===== src/rtl/vdd_sample_filter_if.sv =====
// vdd_sample_filter_if: sample input and filtered-output bundle of the VDD sample filter
// master drives sample_valid/sample_mv and observes the filter outputs; slave is the filter side.
interface vdd_sample_filter_if;
  logic        sample_valid;
  logic [11:0] sample_mv;
  logic [11:0] avg_mv;
  logic        avg_valid;
  logic        uv_out;
  logic [2:0]  filt_state;
  logic [7:0]  uv_event_count;
  logic        stuck_fault;
  modport master (
    output sample_valid, sample_mv,
    input  avg_mv, avg_valid, uv_out, filt_state, uv_event_count, stuck_fault
  );
  modport slave (
    input  sample_valid, sample_mv,
    output avg_mv, avg_valid, uv_out, filt_state, uv_event_count, stuck_fault
  );
endinterface


===== src/rtl/vdd_sample_filter.sv =====
// vdd_sample_filter: moving-average + hysteresis/debounce undervoltage filter ahead of the VDD monitor FSM
// Ports: clk, reset (sync, active-high), bus (slave): sample_valid/sample_mv in; avg_mv, avg_valid,
// uv_out, filt_state, uv_event_count, stuck_fault out.
// Optional ADC stuck detection is compiled in with `define VDD_FILTER_STUCK_DET_EN.
module vdd_sample_filter #(
  parameter int AVG_LOG2      = 2,
  parameter int VTH_LOW       = 2650,
  parameter int VTH_HIGH      = 2750,
  parameter int DEBOUNCE      = 3,
  parameter int STUCK_TIMEOUT = 64
) (
  input logic               clk,
  input logic               reset,
  vdd_sample_filter_if.slave bus
);
  localparam int DEPTH = 1 << AVG_LOG2;
  localparam int SW = 12 + AVG_LOG2;
  localparam int FW = AVG_LOG2 + 1;
  localparam int CW = $clog2(DEBOUNCE + 1);
  localparam logic [CW-1:0] DB = CW'(DEBOUNCE);
  typedef enum logic [2:0] {FILL = 3'd0, OK = 3'd1, UV_PEND = 3'd2, UV = 3'd3, OK_PEND = 3'd4} state_t;
  state_t            state, state_d;
  logic [CW-1:0]     cnt, cnt_d, cnt_inc;
  logic [11:0]       sbuf [DEPTH];
  logic [AVG_LOG2-1:0] ptr;
  logic [FW-1:0]     fill;
  logic [SW-1:0]     sum, sum_d;
  logic [11:0]       avg_q;
  logic              avg_v, uv_q, uv_d, lo, hi, stuck_trip, stuck;
  logic [7:0]        ev_cnt;
  // Buffer starts zeroed, so subtracting the evicted entry is also correct while filling.
  assign sum_d   = sum + SW'(bus.sample_mv) - SW'(sbuf[ptr]);
  assign lo      = avg_q < 12'(VTH_LOW);
  assign hi      = avg_q >= 12'(VTH_HIGH);
  assign cnt_inc = cnt + CW'(1);
  always_comb begin
    state_d = state;
    cnt_d   = cnt;
    if (avg_v)
      case (state)
        FILL, UV: begin
          if (hi) begin
            state_d = (DEBOUNCE == 1) ? OK : OK_PEND;
            cnt_d   = (DEBOUNCE == 1) ? '0 : CW'(1);
          end else state_d = UV;
        end
        OK: begin
          if (lo) begin
            state_d = (DEBOUNCE == 1) ? UV : UV_PEND;
            cnt_d   = (DEBOUNCE == 1) ? '0 : CW'(1);
          end
        end
        UV_PEND: begin
          state_d = !lo ? OK : (cnt_inc == DB) ? UV : UV_PEND;
          cnt_d   = (!lo || cnt_inc == DB) ? '0 : cnt_inc;
        end
        OK_PEND: begin
          state_d = !hi ? UV : (cnt_inc == DB) ? OK : OK_PEND;
          cnt_d   = (!hi || cnt_inc == DB) ? '0 : cnt_inc;
        end
        default: begin
          state_d = FILL;
          cnt_d   = '0;
        end
      endcase
  end
  assign uv_d = !(state == OK || state == UV_PEND);
  always_ff @(posedge clk) begin
    if (reset || stuck_trip) begin
      state <= FILL;
      cnt   <= '0;
      ptr   <= '0;
      fill  <= '0;
      sum   <= '0;
      avg_v <= 1'b0;
      uv_q  <= 1'b1;
      for (int i = 0; i < DEPTH; i++) sbuf[i] <= '0;
      if (reset) begin
        avg_q  <= '0;
        ev_cnt <= '0;
      end
    end else begin
      state  <= state_d;
      cnt    <= cnt_d;
      uv_q   <= uv_d;
      ev_cnt <= (state_d == UV && (state == OK || state == UV_PEND) && ev_cnt != 8'hff) ? ev_cnt + 8'd1 : ev_cnt;
      avg_v  <= bus.sample_valid && fill >= FW'(DEPTH - 1);
      if (bus.sample_valid) begin
        sbuf[ptr] <= bus.sample_mv;
        ptr       <= ptr + 1'b1;
        sum       <= sum_d;
        avg_q     <= 12'(sum_d >> AVG_LOG2);
        fill      <= (fill == FW'(DEPTH)) ? fill : fill + 1'b1;
      end
    end
  end
`ifdef VDD_FILTER_STUCK_DET_EN
  localparam int TW = $clog2(STUCK_TIMEOUT + 1);
  logic [TW-1:0] idle;
  // Counter saturates at the timeout so the trip fires once per idle stretch.
  assign stuck_trip = !bus.sample_valid && idle == TW'(STUCK_TIMEOUT - 1);
  always_ff @(posedge clk) begin
    if (reset || bus.sample_valid) begin
      idle  <= '0;
      stuck <= 1'b0;
    end else begin
      idle  <= (idle == TW'(STUCK_TIMEOUT)) ? idle : idle + 1'b1;
      stuck <= stuck | stuck_trip;
    end
  end
`else
  assign stuck_trip = 1'b0;
  assign stuck      = 1'b0;
`endif
  assign bus.avg_mv         = avg_q;
  assign bus.avg_valid      = avg_v;
  assign bus.uv_out         = uv_q;
  assign bus.filt_state     = state;
  assign bus.uv_event_count = ev_cnt;
  assign bus.stuck_fault    = stuck;
endmodule


===== src/flat_wrapper.sv =====
// flat-port wrapper written by rule: the top's interface ports become plain ports
module vdd_sample_filter_flat 
#(
  parameter int AVG_LOG2      = 2,
  parameter int VTH_LOW       = 2650,
  parameter int VTH_HIGH      = 2750,
  parameter int DEBOUNCE      = 3,
  parameter int STUCK_TIMEOUT = 64
)
  (clk, reset, bus_sample_valid, bus_sample_mv, bus_avg_mv, bus_avg_valid, bus_uv_out, bus_filt_state, bus_uv_event_count, bus_stuck_fault);
  vdd_sample_filter_if bus_i ();
  input logic clk;
  input logic reset;
  input wire logic [$bits(bus_i.sample_valid)-1:0] bus_sample_valid;
  input wire logic [$bits(bus_i.sample_mv)-1:0] bus_sample_mv;
  output wire logic [$bits(bus_i.avg_mv)-1:0] bus_avg_mv;
  output wire logic [$bits(bus_i.avg_valid)-1:0] bus_avg_valid;
  output wire logic [$bits(bus_i.uv_out)-1:0] bus_uv_out;
  output wire logic [$bits(bus_i.filt_state)-1:0] bus_filt_state;
  output wire logic [$bits(bus_i.uv_event_count)-1:0] bus_uv_event_count;
  output wire logic [$bits(bus_i.stuck_fault)-1:0] bus_stuck_fault;
  assign bus_i.sample_valid = bus_sample_valid;
  assign bus_i.sample_mv = bus_sample_mv;
  assign bus_avg_mv = bus_i.avg_mv;
  assign bus_avg_valid = bus_i.avg_valid;
  assign bus_uv_out = bus_i.uv_out;
  assign bus_filt_state = bus_i.filt_state;
  assign bus_uv_event_count = bus_i.uv_event_count;
  assign bus_stuck_fault = bus_i.stuck_fault;
  vdd_sample_filter #(.AVG_LOG2(AVG_LOG2), .VTH_LOW(VTH_LOW), .VTH_HIGH(VTH_HIGH), .DEBOUNCE(DEBOUNCE), .STUCK_TIMEOUT(STUCK_TIMEOUT)) u_core (.clk(clk), .reset(reset), .bus(bus_i));
endmodule

===== config.mk =====
export PLATFORM = sky130hd
export DESIGN_NAME = vdd_sample_filter_flat
export DESIGN_NICKNAME = d
export VERILOG_FILES = /design/src/rtl/vdd_sample_filter_if.sv /design/src/rtl/vdd_sample_filter.sv /design/src/flat_wrapper.sv
export SDC_FILE = /design/constraint.sdc
export NUM_CORES = 1
export LEC_CHECK = 0
export ABC_AREA = 1
export BUFFER_PORTS_ARGS = -buffer_cell sky130_fd_sc_hd__buf_2
export CAP_MARGIN = 40
export CORE_MARGIN = 2
export CORE_UTILIZATION = 65
export DETAILED_ROUTE_END_ITERATION = 10
export GPL_TIMING_DRIVEN = 0
export PLACE_DENSITY_LB_ADDON = 0.1
export SKIP_CTS_REPAIR_TIMING = 1
export SYNTH_ARGS = -nofsm -noshare
export SYNTH_HDL_FRONTEND = slang
export SYNTH_SLANG_ARGS = --single-unit
export TNS_END_PERCENT = 20

===== constraint.sdc =====
create_clock -name clk -period 7.4 [get_ports clk]
set_clock_uncertainty 0.15 [all_clocks]
set_input_delay 1.48 -clock clk [delete_from_list [all_inputs] [get_ports clk]]
set_output_delay 1.48 -clock clk [all_outputs]
set_load 0.01 [all_outputs]

==> out/results.txt <==
Yosys reg bits - 84
Worst EP required - 7.48 ns
Worst-path maximum fanout - 5
Setup CP Type - input port to flop
Total CTS buffers - 9
Buffers and inverters on the worst path - 3
Crit path capture type - flop
WL/cell - 14.2 µm
Synthesis Warnings - 0
Hold/Removal Path Class - flop to flop
CTS tree - yes
Minimum clock period after layout - 3.85 ns
Number of global-route vias before repair - 3630
Routability cong. - 0.873
Root Driver - clkbuf_8
Via count - 3964
Max-cap violations - 0
ANT nets after route - 0
Design Area, Final - 5290 µm²
Routed vias/inst - 5.45
Final setup fails - 0
Syn Area/Cell - 8.30 µm²
CP peak stage delay - 0.46 ns
CTS Buffer Depth - 2
Fin. Hold Viols - 0
Antenna diode count - 0
Core ar. - 7180 µm²
Storage element area - 2160 µm²
Family with the most delay on the worst path - adder cells
Max Fclk - 260 MHz
Die Area - 8020 µm²
Crit path DAT - 3.93 ns
Drc violations - 0
Slew Viols, Final - 0
Relative slew slack - 49.3%
Period utilisation layout - 52.0%
Final Util - 73.7%
Hold path startpoint - u_core.cnt[1]
Setup TNS Final - 0 ns
Initial Util - 66.3%
Total gr overflow - 0
RSZ-0062 raised after global routing - false
Worst-margin pin slew - 0.755 ns
Final WL - 10.4 mm
CTS H-tree depth - 3
First-pass GRT wire length - 16.6 mm
IO buf count - 39
Detailed Place HPWL - 7.69 mm
Largest net degree at the start of global routing - 16
Crit path from - bus_sample_mv[1]
I/O pin count - 41
Sequential cell area fraction in the yosys report - 45.4%
Post-Synthesis Cells - 573
Leak - 2.37 nW
Fin nets - 672
FP Rows - 31
Crit path cell chain - buf_2 > inv_1 > fa_1 > fa_1 > inv_1 > nand3_1 > nand2_1 > nand2_1 > nand2_1 > a21oi_1 > o21ai_0 > nand3_1 > nand2_1 > nand2_1 > nand3_1 > o21ai_0
Synth cell types - 36
Syn_nets - 621
Most used cell, CP - nand2_1
Worst vdd ir - 173 µV
Die Ht - 89.6 µm
TritonRoute pass-1 iters - 5
Worst skew pair latency - 0.36 ns
Overall Power - 1.63 mW
Ratio of cells with drive above 1 in the final layout - 12.9%
CP max-delay cell - fa_1
Status - complete, no violations
Fillers - 570
Footprint of the multi-input gates - 2120 µm²
Final hold slack - 0.332 ns
P&R area growth vs syn - 11.1%
Die Span X - 89.6 µm
Mapped Area - 4760 µm²
DP Area - 5090 µm²
Initial antenna violation count - 0
Clock Sinks - 84
Critical Path Start Type - input port
Iteration-0 DRC Markers - 290
PD cells - 309 nW/µm²
Reg clk slew, reported paths - 0.08 ns
GRT Util Overall - 28.1%
## power by group
group	internal [mW]	switching (mW)	leakage, nW
sequential	0.549	0.0436	0.794
combinational	0.277	0.423	1.49
clock	0.159	0.180	0.0895
total	0.984	0.647	2.37
## layer usage
layer / global-route usage, % / up-vias / wire (µm)
met4: 10.3 / 0 / 240
met5: 0 / - / 0
met1: 37.0 / 1812 / 4360
met2: 45.9 / 158 / 4940
met3: 6.19 / 25 / 837
li1: - / 1969 / -
## placed cells by master, fill, tap and decap left out, types with 3 or more instances in the layout
cell type	n
nand3_1	19
clkbuf_8	9
fa_1	12
nor2_1	99
nand4_1	8
ha_1	21
xor2_1	5
edfxtp_1	48
o21ai_0	43
buf_4	13
inv_1	83
nand2_2	3
clkbuf_1	14
buf_2	39
a21oi_1	36
o22ai_1	19
nor3_1	4
clkinvlp_4	3
nand2_1	89
dfxtp_1	36
## cells by family after synthesis
family / share of synthesized area, %
AND/OR/NAND/NOR: 19.9
buffers and inverters: 9.94
AO/OA/AOI/OAI: 12.9
flip-flops: 45.4
adder cells (fa/ha/maj): 10.6
XOR/XNOR: 1.10
other: 0.0788
## worst reg2reg max path, stage by stage (launching register included)
cell	delay [ns]
dfxtp_1	0.37
inv_1	0.16
clkbuf_1	0.41
o21ai_0	0.15
o22ai_1	0.21
fa_1	0.49
fa_1	0.45
inv_1	0.10
nand3_1	0.07
nand2_1	0.15
nand2_1	0.09
nand2_1	0.07
a21oi_1	0.09
o21ai_0	0.29
nand3_1	0.15
nand2_1	0.09
nand2_1	0.05
nand3_1	0.06
o21ai_0	0.08
## sequential cells by signal, summed over array words and instances, names as in the netlist, named ones only
| register | count |
|---|---|
| u_core.bus.filt_state | 3 |
| u_core.bus.uv_event_count | 8 |
| u_core.bus.avg_mv | 12 |
| u_core.sum | 2 |
| u_core.cnt | 2 |
| u_core.fill | 3 |
| u_core.bus.avg_valid | 1 |
| u_core.sbuf | 48 |
| u_core.ptr | 2 |
| u_core.bus.uv_out | 1 |
## Yosys cell counts (all sizes together)
| library cell | instances | area share, % |
|---|---|---|
| nor3b | 1 | 0.16 |
| o2111ai | 1 | 0.18 |
| edfxtp | 48 | 30 |
| nand3 | 21 | 2.6 |
| clkinv | 1 | 0.079 |
| o21ai | 44 | 4.6 |
| fa | 12 | 5.0 |
| inv | 85 | 6.7 |
| a21oi | 36 | 3.8 |
| o21bai | 2 | 0.55 |
| clkbuf | 13 | 1.0 |
| nor2 | 101 | 8.1 |
| o22ai | 19 | 2.5 |
| nand2 | 93 | 7.7 |
| xnor2 | 1 | 0.18 |
| a32o | 1 | 0.21 |
| a31o | 1 | 0.18 |
| buf | 14 | 2.1 |
| xor2 | 5 | 0.92 |
| nor3 | 4 | 0.42 |
| o211ai | 1 | 0.16 |
| a21boi | 1 | 0.39 |
| a211oi | 1 | 0.16 |
| o21a | 1 | 0.16 |
| ha | 21 | 5.5 |
| conb | 1 | 0.079 |
| dfxtp | 36 | 15 |
| nand4 | 8 | 1.1 |
## final cells by class
| class | count | share of cell area [%] |
|---|---|---|
| Buffer | 27 | 2.84 |
| Clock buffer | 10 | 2.41 |
| Sequential cell | 84 | 40.9 |
| Multi-Input combinational cell | 376 | 40.2 |
| Timing Repair Buffer | 40 | 3.91 |
| Inverter | 86 | 6.11 |
| Clock inverter | 6 | 1.33 |
| Tap cell | 99 | 2.34 |
## metrics by stage
step                setup WS, ns  instances
floorplan                   3.62        573
global placement            3.29        711
detailed placement          3.21        712
CTS                         3.58        728
global route                3.16        728
finish                      3.55        728
## path summary, 6_finish.rpt
kind | to | slack (ns) | cells after the start
min reg2reg | u_core.cnt[1] | 0.33 | 2
max reg2reg | u_core.bus.avg_mv[8] | 3.60 | 18
min | u_core.cnt[1] | 0.33 | 2
max | u_core.bus.avg_mv[8] | 3.55 | 16
Power figures use the tool's default switching activity.
